--- config.mk ---
export PLATFORM = sky130hd
export DESIGN_NAME = branch_ctrl_flat
export DESIGN_NICKNAME = d
export VERILOG_FILES = /design/src/rtl/branch_ctrl_pkg.sv /design/src/rtl/branch_ctrl_if.sv /design/src/rtl/branch_ctrl_cmp.sv /design/src/rtl/branch_ctrl.sv /design/src/flat_wrapper.sv
export SDC_FILE = /design/constraint.sdc
export NUM_CORES = 1
export LEC_CHECK = 0
export CAP_MARGIN = 20
export CORE_ASPECT_RATIO = 0.6
export CORE_MARGIN = 8
export CORE_UTILIZATION = 57
export CTS_CLUSTER_SIZE = 20
export DETAILED_ROUTE_END_ITERATION = 10
export MAX_ROUTING_LAYER = met4
export PLACE_DENSITY = 0.89
export SYNTH_ARGS = -nofsm -noshare
export SYNTH_HDL_FRONTEND = slang
export SYNTH_HIERARCHICAL = 1
export SYNTH_SLANG_ARGS = --single-unit
--- constraint.sdc ---
create_clock -name clk -period 8 [get_ports clk]
set_input_delay 0.8 -clock clk [delete_from_list [all_inputs] [get_ports clk]]
set_output_delay 0.8 -clock clk [all_outputs]
set_load 0.1 [all_outputs]
--- src/rtl/branch_ctrl_pkg.sv ---
// Shared encodings for the D-stage branch controller: branch opcodes, FSM states,
// BHT reset value and the 2-bit saturating counter step.
package branch_ctrl_pkg;

  localparam logic [2:0] OP_NONE = 3'd0;
  localparam logic [2:0] OP_BEQ  = 3'd1;
  localparam logic [2:0] OP_BNE  = 3'd2;
  localparam logic [2:0] OP_BGEZ = 3'd3;
  localparam logic [2:0] OP_BLTZ = 3'd4;

  localparam logic [1:0] S_IDLE    = 2'd0;
  localparam logic [1:0] S_WAIT    = 2'd1;
  localparam logic [1:0] S_RECOVER = 2'd2;

  typedef logic [1:0] bht_cnt_t;

  localparam bht_cnt_t BHT_RESET = 2'b01;

  // Counter moves toward strongly taken (11) or strongly not-taken (00) and sticks there
  function automatic bht_cnt_t bht_step(input bht_cnt_t c, input logic taken);
    if (taken) return (c == 2'b11) ? c : c + 2'd1;
    return (c == 2'b00) ? c : c - 2'd1;
  endfunction

endpackage

--- src/rtl/branch_ctrl_if.sv ---
// Bundle between the hazard unit / CMP operand path / NPC mux and the branch controller.
interface branch_ctrl_if #(
  parameter int CNT_W = 16
);
  logic [31:0]      f_pc;
  logic             f_pred_taken;
  logic             d_valid;
  logic [2:0]       d_op;
  logic [31:0]      d_pc;
  logic             d_pred_taken;
  logic             d_opnd_ready;
  logic [31:0]      rs_val;
  logic [31:0]      rt_val;
  logic             stall_d;
  logic             redirect;
  logic             redirect_taken;
  logic             flush_f;
  logic [CNT_W-1:0] branch_cnt;
  logic [CNT_W-1:0] mispred_cnt;

  modport master (
    output f_pc, d_valid, d_op, d_pc, d_pred_taken, d_opnd_ready, rs_val, rt_val,
    input  f_pred_taken, stall_d, redirect, redirect_taken, flush_f, branch_cnt, mispred_cnt
  );

  modport slave (
    input  f_pc, d_valid, d_op, d_pc, d_pred_taken, d_opnd_ready, rs_val, rt_val,
    output f_pred_taken, stall_d, redirect, redirect_taken, flush_f, branch_cnt, mispred_cnt
  );
endinterface

--- src/rtl/branch_ctrl_cmp.sv ---
// CMP comparator: equality of A and B, and sign test of A (A >= 0 as signed).
module branch_ctrl_cmp (
  input  logic [31:0] a_i,
  input  logic [31:0] b_i,
  output logic        equ_o,
  output logic        gez_o
);
  assign equ_o = (a_i == b_i);
  assign gez_o = ~a_i[31];
endmodule

--- src/rtl/branch_ctrl.sv ---
// D-stage branch controller: stalls until operands are forwarded, resolves through CMP,
// issues a one-cycle redirect/flush on mispredict and trains the 2-bit BHT used by F.
module branch_ctrl
  import branch_ctrl_pkg::*;
#(
  parameter int IDX_W = 6,
  parameter int CNT_W = 16
) (
  input logic          clk,
  input logic          reset,
  branch_ctrl_if.slave bus
);
  localparam int BHT_N = 2 ** IDX_W;

  logic [1:0]       state_q, state_d;
  logic             redirect_q, flush_q, redirect_taken_q;
  logic [CNT_W-1:0] branch_cnt_q, mispred_cnt_q;
  bht_cnt_t         bht_q [BHT_N];

  logic             equ, gez;
  logic             is_br, taken, in_recover, resolve, mispred;
  logic [IDX_W-1:0] f_idx, d_idx;
  logic             unused_pc_bits;

  branch_ctrl_cmp u_cmp (
    .a_i   (bus.rs_val),
    .b_i   (bus.rt_val),
    .equ_o (equ),
    .gez_o (gez)
  );

  assign f_idx = bus.f_pc[IDX_W+1:2];
  assign d_idx = bus.d_pc[IDX_W+1:2];
  assign unused_pc_bits = ^{bus.f_pc[31:IDX_W+2], bus.f_pc[1:0],
                            bus.d_pc[31:IDX_W+2], bus.d_pc[1:0]};

  always_comb begin
    is_br      = bus.d_valid && (bus.d_op >= OP_BEQ) && (bus.d_op <= OP_BLTZ);
    in_recover = (state_q == S_RECOVER);
    case (bus.d_op)
      OP_BEQ:  taken = equ;
      OP_BNE:  taken = ~equ;
      OP_BGEZ: taken = gez;
      OP_BLTZ: taken = ~gez;
      OP_NONE: taken = 1'b0;
      default: taken = 1'b0;
    endcase
    resolve = is_br && bus.d_opnd_ready && !in_recover;
    mispred = taken ^ bus.d_pred_taken;
  end

  // IDLE and WAIT react identically to the current D instruction; RECOVER ignores it
  always_comb begin
    state_d = S_IDLE;
    if (!in_recover && is_br) begin
      if (!bus.d_opnd_ready) state_d = S_WAIT;
      else if (mispred)      state_d = S_RECOVER;
    end
  end

  always_ff @(posedge clk or negedge reset) begin
    if (!reset) begin
      state_q          <= S_IDLE;
      redirect_q       <= 1'b0;
      flush_q          <= 1'b0;
      redirect_taken_q <= 1'b0;
      branch_cnt_q     <= '0;
      mispred_cnt_q    <= '0;
    end else begin
      state_q          <= state_d;
      redirect_q       <= resolve && mispred;
      flush_q          <= resolve && mispred;
      redirect_taken_q <= resolve && mispred && taken;
      if (resolve) begin
        if (branch_cnt_q != '1) branch_cnt_q <= branch_cnt_q + 1'b1;
        if (mispred && (mispred_cnt_q != '1)) mispred_cnt_q <= mispred_cnt_q + 1'b1;
      end
    end
  end

  always_ff @(posedge clk or negedge reset) begin
    if (!reset) begin
      for (int i = 0; i < BHT_N; i++) bht_q[i] <= BHT_RESET;
    end else if (resolve) begin
      bht_q[d_idx] <= bht_step(bht_q[d_idx], taken);
    end
  end

  // Stall is gated by reset so a held branch does not keep D frozen while reset is low
  assign bus.stall_d        = reset && is_br && !bus.d_opnd_ready && !in_recover;
  assign bus.f_pred_taken   = bht_q[f_idx][1];
  assign bus.redirect       = redirect_q;
  assign bus.flush_f        = flush_q;
  assign bus.redirect_taken = redirect_taken_q;
  assign bus.branch_cnt     = branch_cnt_q;
  assign bus.mispred_cnt    = mispred_cnt_q;

endmodule

--- src/flat_wrapper.sv ---
// flat-port wrapper written by rule: the top's interface ports become plain ports
module branch_ctrl_flat import branch_ctrl_pkg::*;
#(
  parameter int IDX_W = 6,
  parameter int CNT_W = 16
)
  (clk, reset, bus_f_pc, bus_d_valid, bus_d_op, bus_d_pc, bus_d_pred_taken, bus_d_opnd_ready, bus_rs_val, bus_rt_val, bus_f_pred_taken, bus_stall_d, bus_redirect, bus_redirect_taken, bus_flush_f, bus_branch_cnt, bus_mispred_cnt);
  branch_ctrl_if #(.CNT_W(CNT_W)) bus_i ();
  input logic clk;
  input logic reset;
  input wire logic [$bits(bus_i.f_pc)-1:0] bus_f_pc;
  input wire logic [$bits(bus_i.d_valid)-1:0] bus_d_valid;
  input wire logic [$bits(bus_i.d_op)-1:0] bus_d_op;
  input wire logic [$bits(bus_i.d_pc)-1:0] bus_d_pc;
  input wire logic [$bits(bus_i.d_pred_taken)-1:0] bus_d_pred_taken;
  input wire logic [$bits(bus_i.d_opnd_ready)-1:0] bus_d_opnd_ready;
  input wire logic [$bits(bus_i.rs_val)-1:0] bus_rs_val;
  input wire logic [$bits(bus_i.rt_val)-1:0] bus_rt_val;
  output wire logic [$bits(bus_i.f_pred_taken)-1:0] bus_f_pred_taken;
  output wire logic [$bits(bus_i.stall_d)-1:0] bus_stall_d;
  output wire logic [$bits(bus_i.redirect)-1:0] bus_redirect;
  output wire logic [$bits(bus_i.redirect_taken)-1:0] bus_redirect_taken;
  output wire logic [$bits(bus_i.flush_f)-1:0] bus_flush_f;
  output wire logic [$bits(bus_i.branch_cnt)-1:0] bus_branch_cnt;
  output wire logic [$bits(bus_i.mispred_cnt)-1:0] bus_mispred_cnt;
  assign bus_i.f_pc = bus_f_pc;
  assign bus_i.d_valid = bus_d_valid;
  assign bus_i.d_op = bus_d_op;
  assign bus_i.d_pc = bus_d_pc;
  assign bus_i.d_pred_taken = bus_d_pred_taken;
  assign bus_i.d_opnd_ready = bus_d_opnd_ready;
  assign bus_i.rs_val = bus_rs_val;
  assign bus_i.rt_val = bus_rt_val;
  assign bus_f_pred_taken = bus_i.f_pred_taken;
  assign bus_stall_d = bus_i.stall_d;
  assign bus_redirect = bus_i.redirect;
  assign bus_redirect_taken = bus_i.redirect_taken;
  assign bus_flush_f = bus_i.flush_f;
  assign bus_branch_cnt = bus_i.branch_cnt;
  assign bus_mispred_cnt = bus_i.mispred_cnt;
  branch_ctrl #(.IDX_W(IDX_W), .CNT_W(CNT_W)) u_core (.clk(clk), .reset(reset), .bus(bus_i));
endmodule
==> After elaboration in Yosys (flattened, before gate mapping) <==
Cells that the tools add are included.
{ "op_classes": {"add_sub_neg": 4, "magnitude_cmp": 5, "n_eq_ne": 9, "n_mux": 20, "bitwise_logic": 5, "reduce_logical": 17} }
{ "op_table": {"columns": ["cell", "n"], "rows": [
  ["128-bit bitwise mux", 1],
  ["16-bit by 1-bit adder with 16-bit output, second input constant", 2],
  ["32-bit == test", 1],
  ["16-bit inequality test, second input constant", 2],
  ["2-bit 2-to-1 mux", 13],
  ["2-bit binary-select mux with 6-bit select", 2],
  ["7-bit >= comparator, second input constant", 2],
  ["6-bit NOT with 7-bit output", 2],
  ["2-bit demux with 6-bit select", 1],
  ["1-bit logical AND", 12],
  ["7-bit by 1-bit < comparator with 1-bit output, second input constant", 1],
  ["3-bit by 2-bit == test with 1-bit output, second input constant", 2],
  ["2-bit == test, second input constant", 2],
  ["1-bit one-hot mux with 4 select lines", 1],
  ["2-bit AND reduction", 2],
  ["3-bit by 1-bit == test with 1-bit output, second input constant", 1],
  ["3-bit == test, second input constant", 1],
  ["3-bit by 1-bit >= comparator with 1-bit output, second input constant", 1],
  ["3-bit <= comparator, second input constant", 1],
  ["2-bit by 1-bit adder with 2-bit output, second input constant", 1],
  ["1-bit logical NOT", 2],
  ["2-bit logical NOT", 1],
  ["1-bit 2-to-1 mux", 2],
  ["1-bit NOT", 2],
  ["other kinds (2)", 2]
]} }
{ "totals": {"register_bits": 164, "in_bits": 136, "out_inout_bits": 37, "wordCells": 129} }

==> Depth between registers and ports, before layout <==
Gate-level depths: netlist of run 1.
{ "logic_depth": {"depth_word": 10, "depth_mapped": 11, "ltp_nobuf": 11} }

==> By module <==
The synthesis of run 1 kept the hierarchy.
{ "modules_own_cells": {"columns": ["mod", "instances", "cells_each", "area_per_inst_um2", "seq_area_each_um2"], "rows": [
  ["branch_ctrl", 1, 664, 8455.6, 4184.0],
  ["branch_ctrl_cmp", 1, 44, 356.6, 0.0]
]} }

==> Least setup slack after synthesis of run 1 <==
OpenSTA, ideal clock, no wires.
{ "synth_timing": {"path_type": "input to output", "startpoint": "input port bus_f_pc[2]", "endpoint": "output port bus_f_pred_taken", "t_arrival_ps": 3487, "required_time_ps": 7200, "path_slack_ps": 3713, "cell_stages": 5, "n_path_buf": 2, "path_cell_list": "clkbuf_1 buf_1 mux4_2 mux4_2 mux4_2"} }
{ "synth_between": {"elab_chain_cells": 4} }
{ "synth_rtl": {"columns": ["element", "line_no", "text"], "rows": [
  ["from (decl)", "flat_wrapper.sv:11", "input wire logic [$bits(bus_i.f_pc)-1:0] bus_f_pc;"],
  ["6-bit NOT with 7-bit output (not written as such)", "branch_ctrl.sv:91", "assign bus.f_pred_taken = bht_q[f_idx][1];"],
  ["2-bit binary-select mux with 6-bit select", "branch_ctrl.sv:91", null],
  ["2-bit 2-to-1 mux (not written as such) (2 in a row)", "branch_ctrl.sv:91", null],
  ["to (decl)", "flat_wrapper.sv:19", "output wire logic [$bits(bus_i.f_pred_taken)-1:0] bus_f_pred_taken;"]
]} }
No other way between the ends. The select of a mux whose other input is x is not followed.

==> Final worst setup path of run 1 <==
Ends and elaborated chain as after synthesis.

==> results.ini, run 1 <==
[routing]
vias=6531
drc_errors=0
wirelength_mm=24.4
first_iter_violations=781
wl_per_cell_um=23.6
vias_per_cell=6.31
ant_nets=0
first_pass_iters=5

[grt]
grtUsageMet2=0.383
use_met1=0.327
grt_first_pass_wirelength_mm=38.1
overflow=0
grt_pass1_vias=6848
track_usage=0.253
grtUsageMet3=0.0744
top_usage_layer=met2
grt_max_degree=102
antenna_found_initial=1

[setup_path]
path_max_fanout=10
cp.arrival_ns=4.46
r2r_start=u_core/bht_q[18]
rrSetupSlack_ns=4.59
required_ns=7.20
critPathLaunchType=input port
cp-end-kind=primary output
reg2regPathDepth=8
critical_path_class=in2out
rr_endpoint=u_core/bht_q[118]

[timing]
slew_headroom=0.271
min_period_ns=5.26
fin_setup_tns_ns=0
finalCritPeriodShare=0.658
layout_setup_ws_ns=2.74
hold_violations=0
setup_viol=0
fmax_mhz=190
skew_ns=0.0150
tightest_slew_ns=1.09
maxSlewViolCount=0
hold-worst-slack_ns=0.464
rsz0062_at_grt=false

[power]
power.leakage_nw=4.51
power-per-cell-area_nw_per_um2=201
total_power_mw=2.16
irDropWorstVdd_uv=300

[placement]
place_hpwl_mm=17.0
place_worst_setup_slack_ns=2.45
numPortBuffers=120
place.gp.congestion=0.925

[synth]
seq_area_frac_synth=0.475
synth-seq-cells=164
synthTopCellsByCount=mux2_2, dfrtp_1, dfstp_2
synth.most_common_cell=mux2_2
syn_avg_cell_area_um2=12.4
netlist_instances=708
ys_types=54
syn_area_um2=8810
ys_warn_count=6
synth_top_flop_cell=dfrtp_1
synthArstFlopShare=1.00
synth_top_cell_area_share=0.284
ys_top_cells_by_area=dfrtp_1, dfstp_2, mux2_2
synth.net_count=846
synth-edff-count=0
synth_top_area_cell=dfrtp_1

[layout]
multi_input_area_um2=4430
nFillCells=986
utilization=0.705
area_growth_syn_to_layout_pct=21.9
nets=955
regArea_um2=4180
final_layout_size_suffix_gt1_frac=0.335

[clock_network]
numCtsBuffers=17
h-tree-depth=4
cts_resized=0
worstSkewPairLatency_ns=0.43
path_clk_slew_ns=0.07
cts_buffer_depth=2
cts_tree=built
post_cts_buffers=0
root_buffer=clkbuf_16
ctsHoldBuffers=0
clkSinkCount=164

[floorplan]
die_h_um=112
core_um2=15200
die_width_um=177
io_pins=173
rows=35
start_util=0.578
dieArea_um2=19800

[hold_path]
hold_path.class=in2async

[job]
maxCapViolations=0

[run_status]
status=complete, no violations

-- area by class of cell --
cell class,instances,share of cell area
Antenna cell,2,0.000466
Multi-Input combinational cell,499,0.412
Timing Repair Buffer,128,0.120
Sequential cell,164,0.389
Clock buffer,19,0.0403
Inverter,7,0.00245
Tap cell,203,0.0236
Clock inverter,13,0.0118
-- metrics by stage --
stage | std cells | cell area (um^2)
floorplan | 708 | 8810
global placement | 999 | 10100
detailed placement | 999 | 10100
CTS | 1031 | 10700
global route | 1034 | 10700
finish | 1035 | 10700
-- critical path, stage by stage --
cell and delay [ns]:
clkdlybuf4s50_1 0.82, buf_8 0.25, mux4_2 0.54, mux4_2 0.56
mux4_2 0.49, clkdlybuf4s50_1 0.99
-- per-layer routing --
layer,share of wire,routed length [um]
met2,0.47,11500
met1,0.41,10100
met4,0.018,437
met5,0,0
met3,0.099,2410
-- logic make-up (layout without fill, tap and decap cells) --
group | after synthesis | count (layout) | share of synthesized area
mux | 199 | 199 | 0.293
simple gates | 189 | 189 | 0.107
flops | 164 | 164 | 0.475
xor+xnor | 61 | 61 | 0.0606
compound gates | 46 | 46 | 0.0368
buf+inv | 45 | 167 | 0.0226
fa+ha+maj | 4 | 4 | 0.00525
other cells | 0 | 2 | 0
-- worst max path at each step --
stage,from,end,slack [ns],cells after the start
2_1_floorplan,bus_f_pc[2],bus_f_pred_taken,3.71,5
3_3_place_gp,bus_f_pc[2],bus_f_pred_taken,2.50,5
3_5_place_dp,bus_f_pc[2],bus_f_pred_taken,2.45,5
4_1_cts,bus_f_pc[2],bus_f_pred_taken,2.43,5
5_1_grt,bus_f_pc[2],bus_f_pred_taken,2.69,6
6_report,bus_f_pc[2],bus_f_pred_taken,2.74,6
-- layout by cell type, fill, tap and decap left out, types with 5 or more instances in the layout --
cell / n
a21oi_1: 8
a221oi_1: 7
and2_1: 7
and3_1: 9
buf_4: 6
clkbuf_16: 17
clkdlybuf4s50_1: 118
dfrtp_1: 100
dfstp_2: 64
inv_1: 7
inv_6: 5
mux2_2: 131
mux2i_1: 34
mux4_2: 34
nand2_1: 59
nand3_1: 10
nand4_1: 11
nor2_1: 49
nor3_1: 5
nor4_1: 10
o21ai_0: 5
o22ai_1: 6
xnor2_1: 23
xor2_1: 38
-- power by group --
group | total (mW) | internal [mW] | leakage [nW] | switching (mW)
Combinational | 0.444 | 0.151 | 2.21 | 0.294
Clock | 0.780 | 0.433 | 0.261 | 0.347
Sequential | 0.933 | 0.890 | 2.04 | 0.0424
-- flip-flops by register name, summed over array words and instances (netlist names) --
register and cells:
u_core/state_q 2, u_core/bus.redirect_taken 1, u_core/bht_q 128, u_core/bus.flush_f 1, u_core/bus.mispred_cnt 16, u_core/bus.branch_cnt 16
Note: power is estimated with default switching activity, not from simulation.
==> run 2: changes to the inputs <==
CORE_UTILIZATION = 53   (was 57)
PLACE_DENSITY = 0.84   (was 0.89)
clock period = 5.24 ns   (was 8 ns; I/O delays follow)
==> run 2 against run 1 <==
Compared with the run above: critical path depth is 3 higher; clock skew is 0.0049 ns lower; register-to-register slack worse by 2.5 ns; hold slack worse by 0.33 ns; die area is 6.7% higher; sequential share of layout area is 0.13 points lower; largest cell class unchanged; largest power group unchanged; highest routed layer unchanged.
==> results.ini, run 2 (same netlist as run 1, synthesis figures left out) <==
[placement]
place.gp.congestion=0.907  ; was 0.925
place_worst_setup_slack_ns=0.661  ; was 2.45 ns
place_hpwl_mm=17.6  ; was 17.0 mm
numPortBuffers=120  ; unchanged

[timing]
tightest_slew_ns=1.22  ; was 1.09 ns
fin_setup_tns_ns=0  ; unchanged
rsz0062_at_grt=false  ; unchanged
finalCritPeriodShare=0.768
fmax_mhz=248
setup_viol=0  ; unchanged
hold_violations=0  ; unchanged
maxSlewViolCount=0  ; unchanged
min_period_ns=4.03
slew_headroom=0.181  ; was 0.271
skew_ns=0.0102  ; was 0.0150 ns
layout_setup_ws_ns=1.21  ; was 2.74 ns

[setup_path]
cpPeakStageDelay_ns=0.86  ; was 0.99 ns
cp-end-kind=register  ; was primary output
critPathBufInv=3  ; unchanged
critical_path_class=in2reg  ; was in2out
worstPathCellList=clkdlybuf4s50_1, buf_12, mux4_2, mux2i_1, o22ai_1, or4_1, maj3_2, buf_12, mux2_2  ; was clkdlybuf4s50_1, buf_8, mux4_2, mux4_2, mux4_2, clkdlybuf4s50_1
cp_top_family=buffers and inverters  ; unchanged
critPathLaunchType=input port  ; unchanged
cp.arrival_ns=4.34  ; was 4.46 ns
path_max_fanout=59  ; was 10
cp_common_cell=buf_12  ; was mux4_2
required_ns=5.55  ; was 7.20 ns
slowest_stage=clkdlybuf4s50_1  ; unchanged

[layout]
final_common_cell=mux2_2  ; unchanged
most-common-layout-cells=mux2_2, clkdlybuf4s50_1, dfrtp_1, dfstp_2, nand2_1  ; unchanged
utilization=0.663  ; was 0.705
diodes=0  ; was 2
final_layout_size_suffix_gt1_frac=0.339  ; was 0.335
largest_reg_flops=128  ; unchanged
nets=956  ; was 955
largest_register=u_core/bht_q  ; unchanged
area_growth_syn_to_layout_pct=22.3  ; was 21.9%

[clock_network]
root_buffer=clkbuf_16  ; unchanged
post_cts_buffers=0  ; unchanged
path_clk_slew_ns=0.07  ; about the same
clkSinkCount=164  ; unchanged
numCtsBuffers=17  ; unchanged
cts_buffer_depth=2  ; unchanged
worstSkewPairLatency_ns=0.44  ; was 0.43 ns
ctsHoldBuffers=0  ; unchanged
cts_tree=built  ; unchanged
h-tree-depth=4  ; unchanged
cts_resized=0  ; unchanged

[routing]
ant_nets=0  ; unchanged
wl_per_cell_um=23.6  ; about the same
vias_per_cell=6.26  ; was 6.31
drc_errors=0  ; unchanged
vias=6633  ; was 6,531
first_pass_iters=6  ; was 5
wirelength_mm=25.0  ; was 24.4 mm
first_iter_violations=813  ; was 781

[grt]
overflow=0  ; unchanged
antenna_found_initial=0  ; was 1
grt_first_pass_wirelength_mm=39.1  ; was 38.1 mm
track_usage=0.248  ; was 0.253
grt_pass1_vias=6951  ; was 6,848
grt_max_degree=87  ; was 102

[power]
power-per-cell-area_nw_per_um2=306  ; was 201 nW/um^2
power.leakage_nw=4.53  ; was 4.51 nW
irDropWorstVdd_uv=377  ; was 300 uV

[floorplan]
die_width_um=182  ; was 177 um
io_pins=173  ; unchanged
core_um2=16300  ; was 15,200 um^2
die_h_um=116  ; was 112 um
dieArea_um2=21100  ; was 19,800 um^2
start_util=0.542  ; was 0.578
rows=36  ; was 35

[job]
maxCapViolations=0  ; unchanged

[run_status]
status=complete, no violations  ; unchanged

[hold_path]
hold_path.class=in2async  ; unchanged

-- run 2: final timing paths --
kind / startpoint / endpoint / slack [ns] / cells after the start
setup / recovery: bus_d_pc[3] / u_core/bht_q[125] / 1.21 / 9
hold / removal: reset / u_core/bus.mispred_cnt[9] / 0.13 / 1
setup reg to reg: u_core/bht_q[18] / u_core/bht_q[125] / 2.08 / 8
hold reg to reg: u_core/bus.mispred_cnt[9] / u_core/bus.mispred_cnt[9] / 0.49 / 1
max in group asynchronous: reset / u_core/bht_q[71] / 3.59 / 2
min in group clk: u_core/bus.mispred_cnt[9] / u_core/bus.mispred_cnt[9] / 0.49 / 1
-- run 2: where the power goes --
part | internal (mW) | switching [mW]
registers | 1.36 | 0.0639
logic | 0.232 | 0.451
clock network | 0.637 | 0.556
-- run 2: per-stage QoR --
| step | power [mW] | cells | area (um^2) | hold WS (ns) |
|---|---|---|---|---|
| 3_5_place_dp | 2.12 | 1026 | 10200 | 0.485 |
| 4_1_cts | 3.32 | 1058 | 10800 | 0.167 |
| 6_report | 3.30 | 1059 | 10800 | 0.134 |
| 5_1_grt | 3.41 | 1059 | 10800 | 0.205 |
| 2_1_floorplan | 1.87 | 708 | 8810 | 0.228 |
| 3_3_place_gp | 2.09 | 1026 | 10200 | 0.478 |
-- run 2: layout make-up --
type	count	area (um^2)
Inverter	7	26.3
Sequential cell	164	4180
Clock buffer	19	443
Tap cell	228	285
Clock inverter	13	118
Fill cell	1131	5480
Multi-Input combinational cell	499	4430
Timing Repair Buffer	129	1290
-- run 2: per-layer routing --
metal,up-vias,share of wire,track usage
met5,-,0,-
met4,0,0.027,0.103
met3,80,0.088,0.0617
met2,350,0.47,0.378
met1,3389,0.41,0.314
li1,2814,-,-
-- run 2: worst register-to-register path: cells and delay by family (launching register included) --
family | cells | cell delay (ns)
AO/OA/AOI/OAI | 2 | 0.45
adder cells (fa/ha/maj) | 1 | 0.40
buffers and inverters | 1 | 0.23
flip-flops | 1 | 0.37
multiplexers | 3 | 1.11
AND/OR/NAND/NOR | 1 | 0.47
==> run 3: changes to the inputs <==
clock period = 3.85 ns   (was 5.24 ns; I/O delays follow)
==> run 3 against run 2 <==
Compared with the run above: combinational power increased by 40%; die area unchanged; count of clock-buffer cells in the layout increased by 1; hold slack improved by 0.31 ns; register-to-register slack got worse by 1.1 ns; critical path type unchanged; largest cell class unchanged.
==> results.ini, run 3 (same netlist as run 1, synthesis figures left out) <==
[setup_path]
cpPeakStageDelay_ns=0.54  ; was 0.86 ns
slowest_stage=mux4_2  ; was clkdlybuf4s50_1
rrSetupSlack_ns=0.95  ; was 2.08 ns
required_ns=4.15  ; was 5.55 ns
critPathLaunchType=input port  ; unchanged
cp-end-kind=register  ; unchanged
reg2regPathDepth=7  ; was 8
critical_path_class=in2reg  ; unchanged
rr_endpoint=u_core/bht_q[23]  ; was u_core/bht_q[125]
cp.arrival_ns=3.66  ; was 4.34 ns
path_max_fanout=25  ; was 59
cp_common_cell=buf_12  ; unchanged
r2r_start=u_core/bht_q[114]  ; was u_core/bht_q[18]
cp_top_family=buffers and inverters  ; unchanged
worstPathCellList=clkdlybuf4s50_1, buf_12, buf_12, mux4_2, mux2i_1, o221ai_1, or4_1, maj3_2, buf_4, mux2_2  ; was clkdlybuf4s50_1, buf_12, mux4_2, mux2i_1, o22ai_1, or4_1, maj3_2, buf_12, mux2_2
critPathBufInv=4  ; was 3

[clock_network]
root_buffer=clkbuf_16  ; unchanged
path_clk_slew_ns=0.07  ; about the same
clkSinkCount=164  ; unchanged
numCtsBuffers=17  ; unchanged
worstSkewPairLatency_ns=0.42  ; was 0.44 ns
cts_buffer_depth=2  ; unchanged
post_cts_buffers=0  ; unchanged
h-tree-depth=4  ; unchanged
cts_tree=built  ; unchanged

[timing]
fin_setup_tns_ns=0  ; unchanged
tightest_slew_ns=1.01  ; was 1.22 ns
skew_ns=0.00927  ; was 0.0102 ns
finalCritPeriodShare=0.873
setup_viol=0  ; unchanged
slew_headroom=0.324  ; was 0.181
fmax_mhz=298
rsz0062_at_grt=false  ; unchanged
min_period_ns=3.36
maxSlewViolCount=0  ; unchanged
hold_violations=0  ; unchanged

[grt]
grt_max_degree=68  ; was 87
antenna_found_initial=0  ; unchanged
grt_first_pass_wirelength_mm=40.2  ; was 39.1 mm
grt_pass1_vias=7038  ; was 6,951
track_usage=0.253  ; was 0.248
overflow=0  ; unchanged

[power]
pwr-share-comb=0.210  ; was 0.207
power-per-cell-area_nw_per_um2=413  ; was 306 nW/um^2
p_sw_frac=0.317  ; was 0.325
total_power_mw=4.54  ; was 3.30 mW
power.leakage_nw=4.65  ; was 4.53 nW
power_switching_mw=1.44  ; was 1.07 mW
p_int_mw=3.10  ; was 2.23 mW
clockPowerShare=0.363  ; was 0.362
irDropWorstVdd_uv=671  ; was 377 uV
power.share.sequential=0.426  ; was 0.431

[layout]
largest_reg_flops=128  ; unchanged
nFillCells=1115  ; was 1,131
multi_input_area_um2=4430  ; about the same
final_layout_size_suffix_gt1_frac=0.353  ; was 0.339
final_common_cell=mux2_2  ; unchanged
largest_register=u_core/bht_q  ; unchanged
area_growth_syn_to_layout_pct=24.8  ; was 22.3%
most-common-layout-cells=mux2_2, clkdlybuf4s50_1, dfrtp_1, dfstp_2, nand2_1  ; unchanged
regArea_um2=4180  ; unchanged
nets=976  ; was 956

[placement]
place_hpwl_mm=18.6  ; was 17.6 mm
numPortBuffers=120  ; unchanged
place.gp.congestion=0.967  ; was 0.907

[floorplan]
core_um2=16300  ; unchanged
io_pins=173  ; unchanged
rows=36  ; unchanged
die_h_um=116  ; unchanged
die_width_um=182  ; unchanged
start_util=0.542  ; unchanged
dieArea_um2=21100  ; unchanged

[routing]
wirelength_mm=25.6  ; was 25.0 mm
first_iter_violations=796  ; was 813
ant_nets=0  ; unchanged
vias_per_cell=6.22  ; was 6.26
wl_per_cell_um=23.7  ; was 23.6 um
vias=6713  ; was 6,633
first_pass_iters=6  ; unchanged
drc_errors=0  ; unchanged

[hold_path]
hold_path.class=in2async  ; unchanged

[job]
maxCapViolations=0  ; unchanged

[run_status]
status=complete, no violations  ; unchanged

==> run 3: worst max-delay path by stage <==
stage	from	endpoint	slack, ns	cells past startpoint
floorplan	bus_f_pc[2]	bus_f_pred_taken	0.39	5
global placement	bus_d_pc[3]	u_core/bht_q[15]	0.17	10
detailed placement	bus_d_pc[3]	u_core/bht_q[23]	0.11	10
CTS	bus_d_pc[3]	u_core/bht_q[23]	0.54	10
global route	bus_d_pc[3]	u_core/bht_q[101]	0.42	10
finish	bus_d_pc[3]	u_core/bht_q[23]	0.49	10
==> run 3: cell type report <==
| cell class | count | area share |
|---|---|---|
| diodes | 1 | 0.000228 |
| clock buffers | 20 | 0.0406 |
| clock inverters | 12 | 0.0110 |
| inverters | 7 | 0.00239 |
| multi-input cells | 499 | 0.403 |
| flip-flops and latches | 164 | 0.381 |
| well taps | 228 | 0.0259 |
| repair buffers | 149 | 0.136 |
==> run 3: per-stage QoR <==
stage	instances	hold WS, ns	cell area [um^2]	util	setup slack [ns]
6_report	1080	0.443	11000	0.676	0.489
5_1_grt	1079	0.483	11000	0.676	0.424
4_1_cts	1079	0.459	11000	0.676	0.540
3_5_place_dp	1046	0.337	10400	0.641	0.114
3_3_place_gp	1046	0.326	10400	0.641	0.174
2_1_floorplan	708	0.0894	8810	-	0.393
==> run 3: worst register-to-register path, stage by stage (launching register included) <==
cell,delay [ns]
dfstp_2,0.37
mux4_2,0.46
mux2i_1,0.32
o22ai_1,0.15
or4_1,0.57
maj3_2,0.37
buf_4,0.24
mux2_2,0.30
==> run 3: power by group through the flow <==
stage                     registers [mW]  clock network, mW  logic [mW]
final                               1.94               1.65       0.956
after global routing                1.95               1.73       0.999
after CTS                           1.94               1.66       0.951
after detailed placement            1.96                  0       0.946
after global placement              1.95                  0       0.919
after floorplan                     2.25                  0       0.292
==> run 3: timing repair <==
item / 4_1_cts / 5_1_grt
endpoints found under the hold margin: 23 / 0
resized for setup: 0 / 0
hold buffers: 1 / 0
==> run 3: layer usage <==
layer  part of all wire  track usage  vias to the layer above
met5                  0            -                        -
met4              0.020       0.0707                        0
met3               0.11       0.0902                       71
met2               0.46        0.383                      386
met1               0.41        0.318                     3401
li1                   -            -                     2855
